[config.mk]
export PLATFORM = sky130hd
export DESIGN_NAME = cp0_int_resp
export DESIGN_NICKNAME = d
export VERILOG_FILES = /design/src/rtl/cp0_pkg.sv /design/src/rtl/cp0_ip_sampler.sv /design/src/rtl/cp0_int_resp.sv
export SDC_FILE = /design/constraint.sdc
export NUM_CORES = 1
export LEC_CHECK = 0
export ABC_AREA = 1
export ABC_CLOCK_PERIOD_IN_PS = 3350
export CAP_MARGIN = 20
export CORE_MARGIN = 2
export CORE_UTILIZATION = 47
export CTS_CLUSTER_DIAMETER = 40
export CTS_CLUSTER_SIZE = 28
export DETAILED_ROUTE_END_ITERATION = 8
export PLACE_DENSITY_LB_ADDON = 0.3
export SETUP_SLACK_MARGIN = 0.05
export SLEW_MARGIN = 20
export SYNTH_ARGS = -nofsm -noshare
export SYNTH_HDL_FRONTEND = slang
export SYNTH_HIERARCHICAL = 1
export SYNTH_SLANG_ARGS = --single-unit
[constraint.sdc]
create_clock -name clk -period 3.35 [get_ports clk]
set_input_delay 0.5025 -clock clk [delete_from_list [all_inputs] [get_ports clk]]
set_output_delay 0.5025 -clock clk [all_outputs]
set_load 0.02 [all_outputs]
[src/rtl/cp0_pkg.sv]
// Shared CP0 constants: register numbers, field positions, exception codes and vectors.
package cp0_pkg;

    localparam logic [4:0] CP0_SR    = 5'd12;
    localparam logic [4:0] CP0_CAUSE = 5'd13;
    localparam logic [4:0] CP0_EPC   = 5'd14;
    localparam logic [4:0] CP0_PRID  = 5'd15;

    localparam int SR_IE    = 0;
    localparam int SR_EXL   = 1;
    localparam int IM_LSB   = 10;
    localparam int IM_MSB   = 15;
    localparam int IP_LSB   = 10;
    localparam int IP_MSB   = 15;
    localparam int EXC_LSB  = 2;
    localparam int EXC_MSB  = 6;
    localparam int CAUSE_BD = 31;
    localparam int NIP      = IP_MSB - IP_LSB + 1;

    localparam logic [4:0] EXC_INT  = 5'd0;
    localparam logic [4:0] EXC_ADEL = 5'd4;
    localparam logic [4:0] EXC_ADES = 5'd5;
    localparam logic [4:0] EXC_RI   = 5'd10;
    localparam logic [4:0] EXC_OV   = 5'd12;

    localparam logic [31:0] HANDLER_PC_DEF = 32'h0000_4180;
    localparam logic [31:0] PRID_DEF       = 32'h2020_0007;

    function automatic logic [31:0] word_align(input logic [31:0] a);
        return {a[31:2], 2'b00};
    endfunction

endpackage

[src/rtl/cp0_ip_sampler.sv]
// Cause.IP register. Default: level-sampled each cycle. With CP0_INT_LATCH_EN,
// bits become sticky on a rising edge of hw_int and clear via clr_i.
module cp0_ip_sampler #(
    parameter int W = 6
) (
    input  logic         clk,
    input  logic         reset,
    input  logic [W-1:0] hw_int_i,
`ifdef CP0_INT_LATCH_EN
    input  logic [W-1:0] clr_i,
`endif
    output logic [W-1:0] ip_o
);

    logic [W-1:0] ip_q;

`ifdef CP0_INT_LATCH_EN
    logic [W-1:0] hw_q;
    logic [W-1:0] ip_d;

    // A new rising edge wins over a same-cycle clear so the event is not lost.
    always_comb ip_d = (ip_q & ~clr_i) | (hw_int_i & ~hw_q);

    always_ff @(posedge clk or negedge reset) begin
        if (!reset) begin
            ip_q <= '0;
            hw_q <= '0;
        end else begin
            ip_q <= ip_d;
            hw_q <= hw_int_i;
        end
    end
`else
    always_ff @(posedge clk or negedge reset) begin
        if (!reset) ip_q <= '0;
        else        ip_q <= hw_int_i;
    end
`endif

    assign ip_o = ip_q;

endmodule

[src/rtl/cp0_int_resp.sv]
// CP0 interrupt/exception responder at the M stage: SR/Cause/EPC/PRId, entry and eret.
// Optional sticky interrupt pending bits: define CP0_INT_LATCH_EN.
module cp0_int_resp
    import cp0_pkg::*;
#(
    parameter logic [31:0] HANDLER_PC = HANDLER_PC_DEF,
    parameter logic [31:0] PRID_VAL   = PRID_DEF,
    parameter int          HW_INT_W   = 6
) (
    input  logic                clk,
    input  logic                reset,
    input  logic [HW_INT_W-1:0] hw_int,
    input  logic [31:0]         pc_m,
    input  logic                pc_m_valid,
    input  logic                bd_m,
    input  logic                exc_m,
    input  logic [4:0]          exc_code_m,
    input  logic                eret_m,
    input  logic                cp0_we,
    input  logic [4:0]          cp0_addr,
    input  logic [31:0]         cp0_wdata,
    output logic [31:0]         cp0_rdata,
    output logic                take_exc,
    output logic [31:0]         next_pc,
    output logic [31:0]         epc,
    output logic [31:0]         addr
);

    logic           ie_q, ie_d, exl_q, exl_d, bd_q, bd_d, run_q;
    logic [NIP-1:0] im_q, im_d;
    logic [4:0]     code_q, code_d;
    logic [31:0]    epc_q, epc_d, addr_q, addr_d;
    logic [HW_INT_W-1:0] ip;
    logic [NIP-1:0] ip_ext;
    logic           int_req, take;

    always_comb begin
        ip_ext = '0;
        ip_ext[HW_INT_W-1:0] = ip;
    end

    assign int_req = ie_q & ~exl_q & (|(im_q & ip_ext));
    // run_q keeps the responder idle until the first edge after reset release.
    assign take    = run_q & pc_m_valid & ~exl_q & (int_req | exc_m);

`ifdef CP0_INT_LATCH_EN
    logic [NIP-1:0]      clr_ext;
    logic [HW_INT_W-1:0] clr;

    always_comb begin
        clr_ext = '0;
        if (take && int_req)
            clr_ext = im_q;
        else if (!take && !eret_m && cp0_we && cp0_addr == CP0_CAUSE)
            clr_ext = ~cp0_wdata[IP_MSB:IP_LSB];
        clr = clr_ext[HW_INT_W-1:0];
    end
`endif

    cp0_ip_sampler #(.W(HW_INT_W)) u_ip (
        .clk      (clk),
        .reset    (reset),
        .hw_int_i (hw_int),
`ifdef CP0_INT_LATCH_EN
        .clr_i    (clr),
`endif
        .ip_o     (ip)
    );

    // Entry beats eret beats mtc0; a taken instruction commits nothing.
    always_comb begin
        ie_d   = ie_q;
        exl_d  = exl_q;
        im_d   = im_q;
        bd_d   = bd_q;
        code_d = code_q;
        epc_d  = epc_q;
        addr_d = pc_m_valid ? pc_m : addr_q;
        if (take) begin
            exl_d  = 1'b1;
            code_d = int_req ? EXC_INT : exc_code_m;
            bd_d   = bd_m;
            epc_d  = word_align(bd_m ? pc_m - 32'd4 : pc_m);
        end else if (eret_m) begin
            exl_d = 1'b0;
        end else if (cp0_we) begin
            case (cp0_addr)
                CP0_SR: begin
                    im_d  = cp0_wdata[IM_MSB:IM_LSB];
                    exl_d = cp0_wdata[SR_EXL];
                    ie_d  = cp0_wdata[SR_IE];
                end
                CP0_EPC: epc_d = word_align(cp0_wdata);
                default: ;
            endcase
        end
    end

    always_ff @(posedge clk or negedge reset) begin
        if (!reset) begin
            ie_q   <= 1'b0;
            exl_q  <= 1'b0;
            im_q   <= '0;
            bd_q   <= 1'b0;
            code_q <= '0;
            epc_q  <= '0;
            addr_q <= '0;
            run_q  <= 1'b0;
        end else begin
            ie_q   <= ie_d;
            exl_q  <= exl_d;
            im_q   <= im_d;
            bd_q   <= bd_d;
            code_q <= code_d;
            epc_q  <= epc_d;
            addr_q <= addr_d;
            run_q  <= 1'b1;
        end
    end

    always_comb begin
        cp0_rdata = '0;
        case (cp0_addr)
            CP0_SR: begin
                cp0_rdata[IM_MSB:IM_LSB] = im_q;
                cp0_rdata[SR_EXL]        = exl_q;
                cp0_rdata[SR_IE]         = ie_q;
            end
            CP0_CAUSE: begin
                cp0_rdata[CAUSE_BD]        = bd_q;
                cp0_rdata[IP_MSB:IP_LSB]   = ip_ext;
                cp0_rdata[EXC_MSB:EXC_LSB] = code_q;
            end
            CP0_EPC:  cp0_rdata = epc_q;
            CP0_PRID: cp0_rdata = PRID_VAL;
            default:  ;
        endcase
    end

    assign take_exc = take;
    assign next_pc  = take ? HANDLER_PC : epc_q;
    assign epc      = epc_q;
    assign addr     = (run_q && pc_m_valid) ? pc_m : addr_q;

endmodule
==> results of run 1 <==
-- flip-flops by register name, indices dropped and copies added, names as in the netlist --
register and flops:
addr_q 32, epc 30, im_q 6, u_ip/ip_o 6, code_q 5, bd_q 1
exl_q 1, ie_q 1, run_q 1
-- report_power, final --
group | leakage (nW) | switching [mW] | total [mW] | internal, mW
clock network | 0.0855 | 0.393 | 0.689 | 0.296
logic | 2.52 | 0.855 | 1.55 | 0.691
registers | 0.968 | 0.121 | 1.30 | 1.18
-- per-layer routing --
layer  GRT usage  share of wire
met1       0.373           0.42
met2       0.473           0.48
met3      0.0502          0.073
met4       0.103          0.024
met5           0              0
-- metrics by stage --
stage	instances	hold slack (ns)	util
global route	1124	0.231	0.697
floorplan	787	0.207	-
CTS	1124	0.351	0.696
detailed placement	1108	0.494	0.679
finish	1124	0.161	0.697
global placement	1108	0.490	0.679
-- worst max-delay path, cell delays in order --
cell and delay [ns]:
clkdlybuf4s50_1 0.46, nand2_1 0.09, nor2_1 0.13, nand2_1 0.16
inv_1 0.30, nand2_1 0.09, o211ai_1 0.11, clkdlybuf4s50_1 0.63
-- kinds of logic (layout without fill, tap and decap cells) --
group                      Yosys count  after routing  synth area share
DFF                                 83             83             0.399
other                                2              5           0.00144
xor gates and xnor gates            14             14            0.0236
buffers and inverters              141            338             0.114
adders and majority gates            1              1           0.00241
AOI/OAI and AO/OA                  133            133             0.137
and+or+nand+nor                    410            410             0.322
-- final timing paths --
| path | cells past startpoint | end | startpoint | slack (ns) |
|---|---|---|---|---|
| max | 8 | cp0_rdata[11] | cp0_addr[3] | 0.38 |
| max reg2reg | 12 | epc[31] | im_q[0] | 1.24 |
| min reg2reg | 2 | epc[20] | epc[20] | 0.51 |
| min in group clk | 2 | epc[20] | epc[20] | 0.51 |
| max in group asynchronous | 1 | addr_q[20] | reset | 2.67 |
| min | 1 | u_ip/ip_o[5] | reset | 0.16 |
-- layout by cell type, fill, tap and decap left out, types with 2 or more instances in the layout --
cell / netlist / final
nand3_1: 24 / 24
nand2_2: 2 / 3
nand2_1: 229 / 228
nand3_2: 2 / 2
clkinvlp_4: 0 / 3
nor2_2: 8 / 8
o21ai_1: 18 / 18
o211ai_1: 7 / 7
nand4_1: 11 / 11
o21ai_0: 67 / 67
buf_4: 7 / 6
inv_6: 0 / 2
xor2_1: 14 / 14
inv_2: 2 / 2
nor2_1: 126 / 126
a21oi_1: 33 / 33
o22ai_1: 4 / 4
conb_1: 2 / 5
clkbuf_8: 0 / 10
dfrtp_1: 83 / 83
inv_1: 101 / 101
clkdlybuf4s50_1: 0 / 209
nand2_4: 3 / 3
nor3_1: 3 / 3
-- cell type report --
| type | count | share of cell area |
|---|---|---|
| multi-input cells | 563 | 0.337 |
| repair buffers | 218 | 0.288 |
| flip-flops and latches | 83 | 0.275 |
| inverters | 104 | 0.0520 |
| well taps | 140 | 0.0232 |
| clock buffers | 10 | 0.0182 |
| clock inverters | 6 | 0.00646 |
==> key figures, run 1 <==
Die
  – Initial Util: 0.480
  – FP Rows: 38
  – Core area: 0.0108 sq mm
  – Full die area: 0.0119 sq mm
  – I/O pin count: 216
  – Chip width: 109 um
  – Die height: 109 um

Logic synthesis
  – Library cells used by synthesis: 32
  – Post-synth ARST share: 1.00
  – Synth warnings: 6
  – Most used DFF post-synth: dfrtp_1
  – Post-synth top cells: nand2_1 (229), nor2_1 (126), inv_1 (101)
  – Register bit total from synthesis: 83
  – Cell area after technology mapping: 0.00520 sq mm
  – Area contributors post-synth: dfrtp_1 (40%), nand2_1 (17%), nor2_1 (9.1%)
  – Yosys top cell by area: dfrtp_1
  – Most instantiated library cell after synthesis: nand2_1
  – Post-synth EDFFs: 0
  – Seq/Total Area, Yosys: 0.399
  – Post-synth top area share: 0.399
  – Avg Cell Area, Syn: 6.63 sq um
  – Mapped Cells: 784

Layout
  – Footprint of the multi-input gates: 0.00255 sq mm
  – Final #Nets: 1067
  – P&R area growth vs syn: 45.2%
  – # diodes: 0
  – Post-route design area: 0.00755 sq mm
  – Layout cells sized above 1: 0.0488
  – Filler Cell Count: 952
  – Register area: 0.00208 sq mm

Timing
  – # setup viols final: 0
  – Final Cycle Share: 0.886
  – Min Tclk post-route: 2.97 ns
  – Clock Skew: 0.0112 ns
  – Relative slew slack: 0.510
  – RSZ-0062 raised after global routing: no
  – Final Slew Violations: 0
  – Number of hold violations in the final report: 0
  – Worst slew pin tran: 0.735 ns
  – TNS Setup: 0 ns
  – Post-route setup slack: 0.382 ns
  – Peak Freq: 337 MHz

Clocking
  – Post-CTS Setup Inserts: 0
  – # H-tree levels: 3
  – Root buffer cell: clkbuf_8
  – Max clock buf depth: 2
  – Clock latency at the later pin of the worst-skew pair: 0.36 ns
  – CTS tree: done
  – CTS Hold Bufs: 0
  – Clk sink count: 83
  – Cts repair resizes: 0
  – Clk pin slew, worst setup/hold paths: 0.09 ns
  – CTS Buf Count: 9

GRT
  – Initial antenna violation count: 0
  – Gr usage total: 0.284
  – First-pass GRT wire length: 26100 um
  – Grt ovf: 0
  – Vias in the first global route: 5153
  – Pin count of the biggest net entering global routing: 84

Route
  – Routed vias/inst: 5.09
  – Initial DRC Count: 354
  – Post-Route WL: 16800 um
  – Wire per inst: 15.0 um
  – Detailed Routing Iterations Pass 1: 5
  – DRC viols: 0
  – Routed Antenna Nets: 0
  – Vias: 5719

Critical path
  – WP data arrival: 2.47 ns
  – Critical Path RT: 2.85 ns
  – Startpoint types: input port
  – CP max FO: 7
  – Crit. End Element: primary output
  – Critical path class: input port to primary output

Placement
  – Gpl congestion: 0.933
  – Dpl cell area: 0.00736 sq mm
  – Port Buffer Count: 211
  – Hpwl dp: 12900 um
  – Place WS: 0.405 ns

Outcome
  – Status: completed

Pwr
  – PwrDens: 468 mW/mm^2
  – Maximum vdd drop: 0.275 mV
  – Power Total: 3.53 mW
  – Leak Pwr: 3.57 nW

Flow run
  – Max_cap viols: 0

Hold path
  – HP Class: input port to asynchronous set/reset pin
Power figures use the tool's default switching activity.
==> run 2: changes to the inputs <==
--- a/config.mk
+++ b/config.mk
@@ -13,6 +13,7 @@
 export CTS_CLUSTER_DIAMETER = 40
 export CTS_CLUSTER_SIZE = 28
 export DETAILED_ROUTE_END_ITERATION = 8
+export HOLD_SLACK_MARGIN = 0.03
 export PLACE_DENSITY_LB_ADDON = 0.3
 export SETUP_SLACK_MARGIN = 0.05
 export SLEW_MARGIN = 20
==> results of run 2 <==
The final DEF is identical to that of run 1; final timing and power are the same.
